[src/rtl/mips_ctrl_pkg.sv]
//------------------------------------------------------------------------------
// Module      : mips_ctrl_pkg
// Description : State encodings, opcodes and datapath select codes shared by
//               the multicycle MIPS controller.
// Revision    : 1.0 - initial release
//------------------------------------------------------------------------------
`default_nettype none

package mips_ctrl_pkg;

  typedef enum logic [3:0] {
    S_FETCH   = 4'd0,
    S_DECODE  = 4'd1,
    S_MEMADR  = 4'd2,
    S_MEMRD   = 4'd3,
    S_MEMWB   = 4'd4,
    S_MEMWR   = 4'd5,
    S_EXEC    = 4'd6,
    S_RWB     = 4'd7,
    S_BRANCH  = 4'd8,
    S_JUMP    = 4'd9,
    S_ADDI_EX = 4'd10,
    S_ADDI_WB = 4'd11,
    S_TRAP    = 4'd15
  } state_t;

  localparam logic [5:0] c_op_rtype = 6'b000000;
  localparam logic [5:0] c_op_lw    = 6'b100011;
  localparam logic [5:0] c_op_sw    = 6'b101011;
  localparam logic [5:0] c_op_beq   = 6'b000100;
  localparam logic [5:0] c_op_j     = 6'b000010;
  localparam logic [5:0] c_op_addi  = 6'b001000;

  localparam logic [1:0] c_aluop_add   = 2'b00;
  localparam logic [1:0] c_aluop_sub   = 2'b01;
  localparam logic [1:0] c_aluop_funct = 2'b10;

  localparam logic [1:0] c_srcb_regb  = 2'b00;
  localparam logic [1:0] c_srcb_four  = 2'b01;
  localparam logic [1:0] c_srcb_imm   = 2'b10;
  localparam logic [1:0] c_srcb_immsh = 2'b11;

  localparam logic [1:0] c_pcsrc_alu    = 2'b00;
  localparam logic [1:0] c_pcsrc_aluout = 2'b01;
  localparam logic [1:0] c_pcsrc_jump   = 2'b10;

endpackage

`default_nettype wire

[src/rtl/ctrl_out_decode.sv]
//------------------------------------------------------------------------------
// Module      : ctrl_out_decode
// Description : Combinational Moore decode of controller state to datapath
//               controls; FETCH write strobes are qualified by mem_ready.
// Revision    : 1.0 - initial release
//------------------------------------------------------------------------------
`default_nettype none

module ctrl_out_decode
  import mips_ctrl_pkg::*;
(
  input  state_t     state,
  input  logic       mem_ready,
  output logic       pc_write,
  output logic       pc_write_cond,
  output logic       i_or_d,
  output logic       mem_read,
  output logic       mem_write,
  output logic       ir_write,
  output logic       mem_to_reg,
  output logic       reg_dst,
  output logic       reg_write,
  output logic       alu_src_a,
  output logic [1:0] alu_src_b,
  output logic [1:0] alu_op,
  output logic [1:0] pc_source
);

  always_comb begin
    pc_write      = 1'b0;
    pc_write_cond = 1'b0;
    i_or_d        = 1'b0;
    mem_read      = 1'b0;
    mem_write     = 1'b0;
    ir_write      = 1'b0;
    mem_to_reg    = 1'b0;
    reg_dst       = 1'b0;
    reg_write     = 1'b0;
    alu_src_a     = 1'b0;
    alu_src_b     = c_srcb_regb;
    alu_op        = c_aluop_add;
    pc_source     = c_pcsrc_alu;
    case (state)
      S_FETCH: begin
        mem_read  = 1'b1;
        alu_src_b = c_srcb_four;
        ir_write  = mem_ready;
        pc_write  = mem_ready;
      end
      S_DECODE:  alu_src_b = c_srcb_immsh;
      S_MEMADR, S_ADDI_EX: begin
        alu_src_a = 1'b1;
        alu_src_b = c_srcb_imm;
      end
      S_MEMRD: begin
        mem_read = 1'b1;
        i_or_d   = 1'b1;
      end
      S_MEMWB: begin
        reg_write  = 1'b1;
        mem_to_reg = 1'b1;
      end
      S_MEMWR: begin
        mem_write = 1'b1;
        i_or_d    = 1'b1;
      end
      S_EXEC: begin
        alu_src_a = 1'b1;
        alu_op    = c_aluop_funct;
      end
      S_RWB: begin
        reg_write = 1'b1;
        reg_dst   = 1'b1;
      end
      S_BRANCH: begin
        alu_src_a     = 1'b1;
        alu_op        = c_aluop_sub;
        pc_write_cond = 1'b1;
        pc_source     = c_pcsrc_aluout;
      end
      S_JUMP: begin
        pc_write  = 1'b1;
        pc_source = c_pcsrc_jump;
      end
      S_ADDI_WB: reg_write = 1'b1;
      default: ;
    endcase
  end

endmodule

`default_nettype wire

[src/rtl/multicycle_control.sv]
//------------------------------------------------------------------------------
// Module      : multicycle_control
// Description : Multicycle MIPS control FSM with memory wait-state handshake
//               and unknown-opcode detection.
// Revision    : 1.0 - initial release
//------------------------------------------------------------------------------
`default_nettype none

module multicycle_control
  import mips_ctrl_pkg::*;
#(
  parameter logic ILLEGAL_TRAP = 1'b0
) (
  input  logic       clk,
  input  logic       reset,
  input  logic [5:0] opcode,
  input  logic       zero,
  input  logic       mem_ready,
  output logic       pc_write,
  output logic       pc_write_cond,
  output logic       i_or_d,
  output logic       mem_read,
  output logic       mem_write,
  output logic       ir_write,
  output logic       mem_to_reg,
  output logic       reg_dst,
  output logic       reg_write,
  output logic       alu_src_a,
  output logic [1:0] alu_src_b,
  output logic [1:0] alu_op,
  output logic [1:0] pc_source,
  output logic [3:0] state,
  output logic       illegal
);

  state_t     r_state;
  state_t     w_next;
  logic [5:0] r_opcode;
  logic       w_illegal;
  logic       w_ready_gated;
  // The branch condition is resolved in the datapath, not here.
  logic       w_unused_zero;

  assign w_unused_zero = zero;

  always_ff @(posedge clk or posedge reset) begin
    if (reset) begin
      r_state  <= S_FETCH;
      r_opcode <= 6'd0;
    end else begin
      r_state <= w_next;
      if (r_state == S_DECODE) r_opcode <= opcode;
    end
  end

  always_comb begin
    w_next    = r_state;
    w_illegal = 1'b0;
    case (r_state)
      S_FETCH:  if (mem_ready) w_next = S_DECODE;
      S_DECODE: begin
        case (opcode)
          c_op_rtype:      w_next = S_EXEC;
          c_op_lw, c_op_sw: w_next = S_MEMADR;
          c_op_beq:        w_next = S_BRANCH;
          c_op_j:          w_next = S_JUMP;
          c_op_addi:       w_next = S_ADDI_EX;
          default: begin
            w_illegal = 1'b1;
            w_next    = ILLEGAL_TRAP ? S_TRAP : S_FETCH;
          end
        endcase
      end
      S_MEMADR:  w_next = (r_opcode == c_op_lw) ? S_MEMRD : S_MEMWR;
      S_MEMRD:   if (mem_ready) w_next = S_MEMWB;
      S_MEMWR:   if (mem_ready) w_next = S_FETCH;
      S_EXEC:    w_next = S_RWB;
      S_ADDI_EX: w_next = S_ADDI_WB;
      S_TRAP:    w_next = S_TRAP;
      default:   w_next = S_FETCH;
    endcase
  end

  // Keeps FETCH write strobes quiet for the whole reset interval.
  assign w_ready_gated = mem_ready & ~reset;
  assign state         = r_state;
  assign illegal       = w_illegal;

  ctrl_out_decode u_decode (
    .state         (r_state),
    .mem_ready     (w_ready_gated),
    .pc_write      (pc_write),
    .pc_write_cond (pc_write_cond),
    .i_or_d        (i_or_d),
    .mem_read      (mem_read),
    .mem_write     (mem_write),
    .ir_write      (ir_write),
    .mem_to_reg    (mem_to_reg),
    .reg_dst       (reg_dst),
    .reg_write     (reg_write),
    .alu_src_a     (alu_src_a),
    .alu_src_b     (alu_src_b),
    .alu_op        (alu_op),
    .pc_source     (pc_source)
  );

endmodule

`default_nettype wire
[config.mk]
export PLATFORM = sky130hd
export DESIGN_NAME = multicycle_control
export DESIGN_NICKNAME = d
export VERILOG_FILES = /design/src/rtl/mips_ctrl_pkg.sv /design/src/rtl/ctrl_out_decode.sv /design/src/rtl/multicycle_control.sv
export SDC_FILE = /design/constraint.sdc
export NUM_CORES = 1
export LEC_CHECK = 0
export BUFFER_PORTS_ARGS = -buffer_cell sky130_fd_sc_hd__buf_2
export CORE_UTILIZATION = 31
export DETAILED_ROUTE_END_ITERATION = 12
export PLACE_DENSITY = 0.57
export SLEW_MARGIN = 20
export SYNTH_ARGS = -nofsm -noshare
export SYNTH_HDL_FRONTEND = slang
export SYNTH_SLANG_ARGS = --single-unit
[constraint.sdc]
create_clock -name clk -period 1.7 [get_ports clk]
set_input_delay 0.17 -clock clk [delete_from_list [all_inputs] [get_ports clk]]
set_output_delay 0.17 -clock clk [all_outputs]
set_load 0.01 [all_outputs]
==> summary.md <==
| Metric | Value |
|---|---|
| Status | `complete, no violations` |
| Drt wl/cell | `13.3 µm` |
| Residual DRC | `0` |
| # rows | `18` |
| Register area share after synthesis | `30.1%` |
| Initial antenna violation count | `0` |
| Critical-path maximum fanout | `9` |
| MaxCap Viol Count | `0` |
| Pre-CTS WS | `0.124 ns` |
| Final count of hold timing violations | `0` |
| Post-synth ARST share | `100%` |
| Pin count of the biggest net entering global routing | `11` |
| Number of global-route vias before repair | `845` |
| H-tree levels | `1` |
| Area leader, netlist | `dfrtp_1` |
| Total CTS buffers | `3` |
| Routed wire length | `2.25 mm` |
| Worst slew pin tran | `0.423 ns` |
| Critical path class | `flop to primary output` |
| Share of the synthesized area in the top cell type | `30.1%` |
| Max Freq | `0.602 GHz` |
| Die area | `0.00289 mm²` |
| Clock sink count | `10` |
| Worst EP required | `1.53 ns` |
| Die Ht | `53.8 µm` |
| Crit path launch type | `flop` |
| Clock Skew | `0.00225 ns` |
| Final GP Congestion | `0.888` |
| Nets | `151` |
| Share of cells above drive strength 1 | `46.8%` |
| Endpoints failing setup | `0` |
| DP Area | `0.00103 mm²` |
| 1st-iter DRT viols | `13` |
| Post-route cell area | `0.00115 mm²` |
| Clock transition at the registers of the reported paths | `0.06 ns` |
| Hold crit path type | `input pin to flop` |
| Final Util | `45.8%` |
| Via density | `5.35` |
| Slew Viols, Final | `0` |
| IO Port Bufs | `29` |
| Synth top area cells | `dfrtp_1, mux2_2, o21ai_0` |
| CTS Root Cell | `clkbuf_4` |
| Layout area overhead | `38.0%` |
| Cell count after synthesis | `101` |
| Total power draw | `1.14 mW` |
| Distinct cell type count after synthesis | `35` |
| Main flop type after synthesis | `dfrtp_1` |
| Power density over the cells | `992 mW/mm²` |
| Inst Count DP | `159` |
| Post-Synthesis Cell Area | `831 µm²` |
| Syn_nets | `111` |
| Synth warnings | `0` |
| Finished Layout Cells | `169` |
| Post-route ant nets | `0` |
| Initial core utilization | `33.2%` |
| Syn_area_per_cell | `8.23 µm²` |
| Most frequent cells in the layout | `buf_2, buf_4, o21ai_0` |
| Fin crit share | `97.8%` |
| TritonCTS clock tree | `yes` |
| Arr. time, crit path | `1.49 ns` |
| Endpoint type of the worst setup path | `primary output` |
| LEAKAGE | `0.536 nW` |
| Core area | `0.00250 mm²` |
| RSZ-0062 raised after global routing | `yes` |
| Horiz. Die Dim | `53.8 µm` |
| Minimum clock period | `1.66 ns` |
| GRT Total Usage | `17.9%` |
| Slack of the critical path | `0.0376 ns` |
| WHS | `0.198 ns` |
| Worst slew margin | `71.6%` |
| Final setup TNS | `0 ns` |
| Clock latency at the later pin of the worst-skew pair | `0.26 ns` |
| Gr ovfl total | `0` |
| First-pass DRT Iterations | `4` |
| Post-synth EDFFs | `0` |
| Peak supply drop | `0.440 mV` |
| Commonest non-fill, non-tap cell in the layout | `buf_2` |
| Total number of vias | `904` |
| Clock buffer depth | `2` |
| First-pass GRT wire length | `3.69 mm` |
| Post-DP HPWL | `1.67 mm` |
| Io pins | `31` |
| Antenna diodes | `0` |
| #FFs+latches synth | `10` |
## cells in the mapped netlist, types with 3 or more instances
cell type / count
a21oi_1: 5
buf_2: 4
clkbuf_1: 3
dfrtp_1: 10
inv_1: 5
mux2_2: 6
nand2_1: 6
nor2_1: 8
nor3_1: 6
nor3b_1: 3
nor4_1: 5
o21ai_0: 10
## worst paths after layout
kind	startpoint	to	slack (ns)	depth (start not counted)
worst max-delay path	state[1]	illegal	0.04	4
worst min-delay path	opcode[0]	r_opcode[0]	0.20	2
worst max register to register	r_opcode[4]	state[2]	0.18	4
worst min register to register	r_opcode[3]	r_opcode[3]	0.50	1
max in group asynchronous	reset	state[0]	1.06	4
min in group asynchronous	reset	r_opcode[2]	0.49	4
## cell type report
type                            count  area [µm²]
Timing Repair Buffer               45         275
Fill cell                         259        1350
Multi-Input combinational cell     76         537
Inverter                            5        18.8
Clock buffer                        3        22.5
Tap cell                           30        37.5
Sequential cell                    10         255
## repair_timing
| action | 4_1_cts | 5_1_grt |
|---|---|---|
| resized for setup | 5 | 6 |
| pin swaps | 0 | 2 |
| endpoints found under the setup margin | 8 | 8 |
| buffers inserted | 6 | 0 |
| hold buffers | 1 | 0 |
| hold endpoints to repair | 10 | 0 |
## cell families after synthesis
family | synth area share [%]
AOI/OAI and AO/OA | 18.1
xor gates and xnor gates | 3.16
buffers and inverters | 9.19
DFF | 30.1
and+or+nand+nor | 31.3
muxes | 8.13
## state kept, by name, indices dropped and copies added (netlist names)
register	count
state	4
r_opcode	6
## per-layer routing
metal  wire length [µm]  global-route usage [%]  vias to the layer above
li1                   -                       -                      452
met1               1040                    22.3                      416
met2               1070                    29.0                       29
met3                 73                    1.69                        7
met4                 63                    11.8                        0
met5                  0                       0                        -
## power by group
group	internal, mW	switching (mW)	total (mW)
Sequential	0.327	0.0699	0.397
Clock	0.0811	0.0697	0.151
Combinational	0.311	0.278	0.589
## worst max-delay path: stages, from the launching register on
cell and delay [ns]:
dfrtp_2 0.47, nor4b_4 0.30, buf_6 0.18, o311a_1 0.16, buf_2 0.12
(Power assumes the default switching activity.)
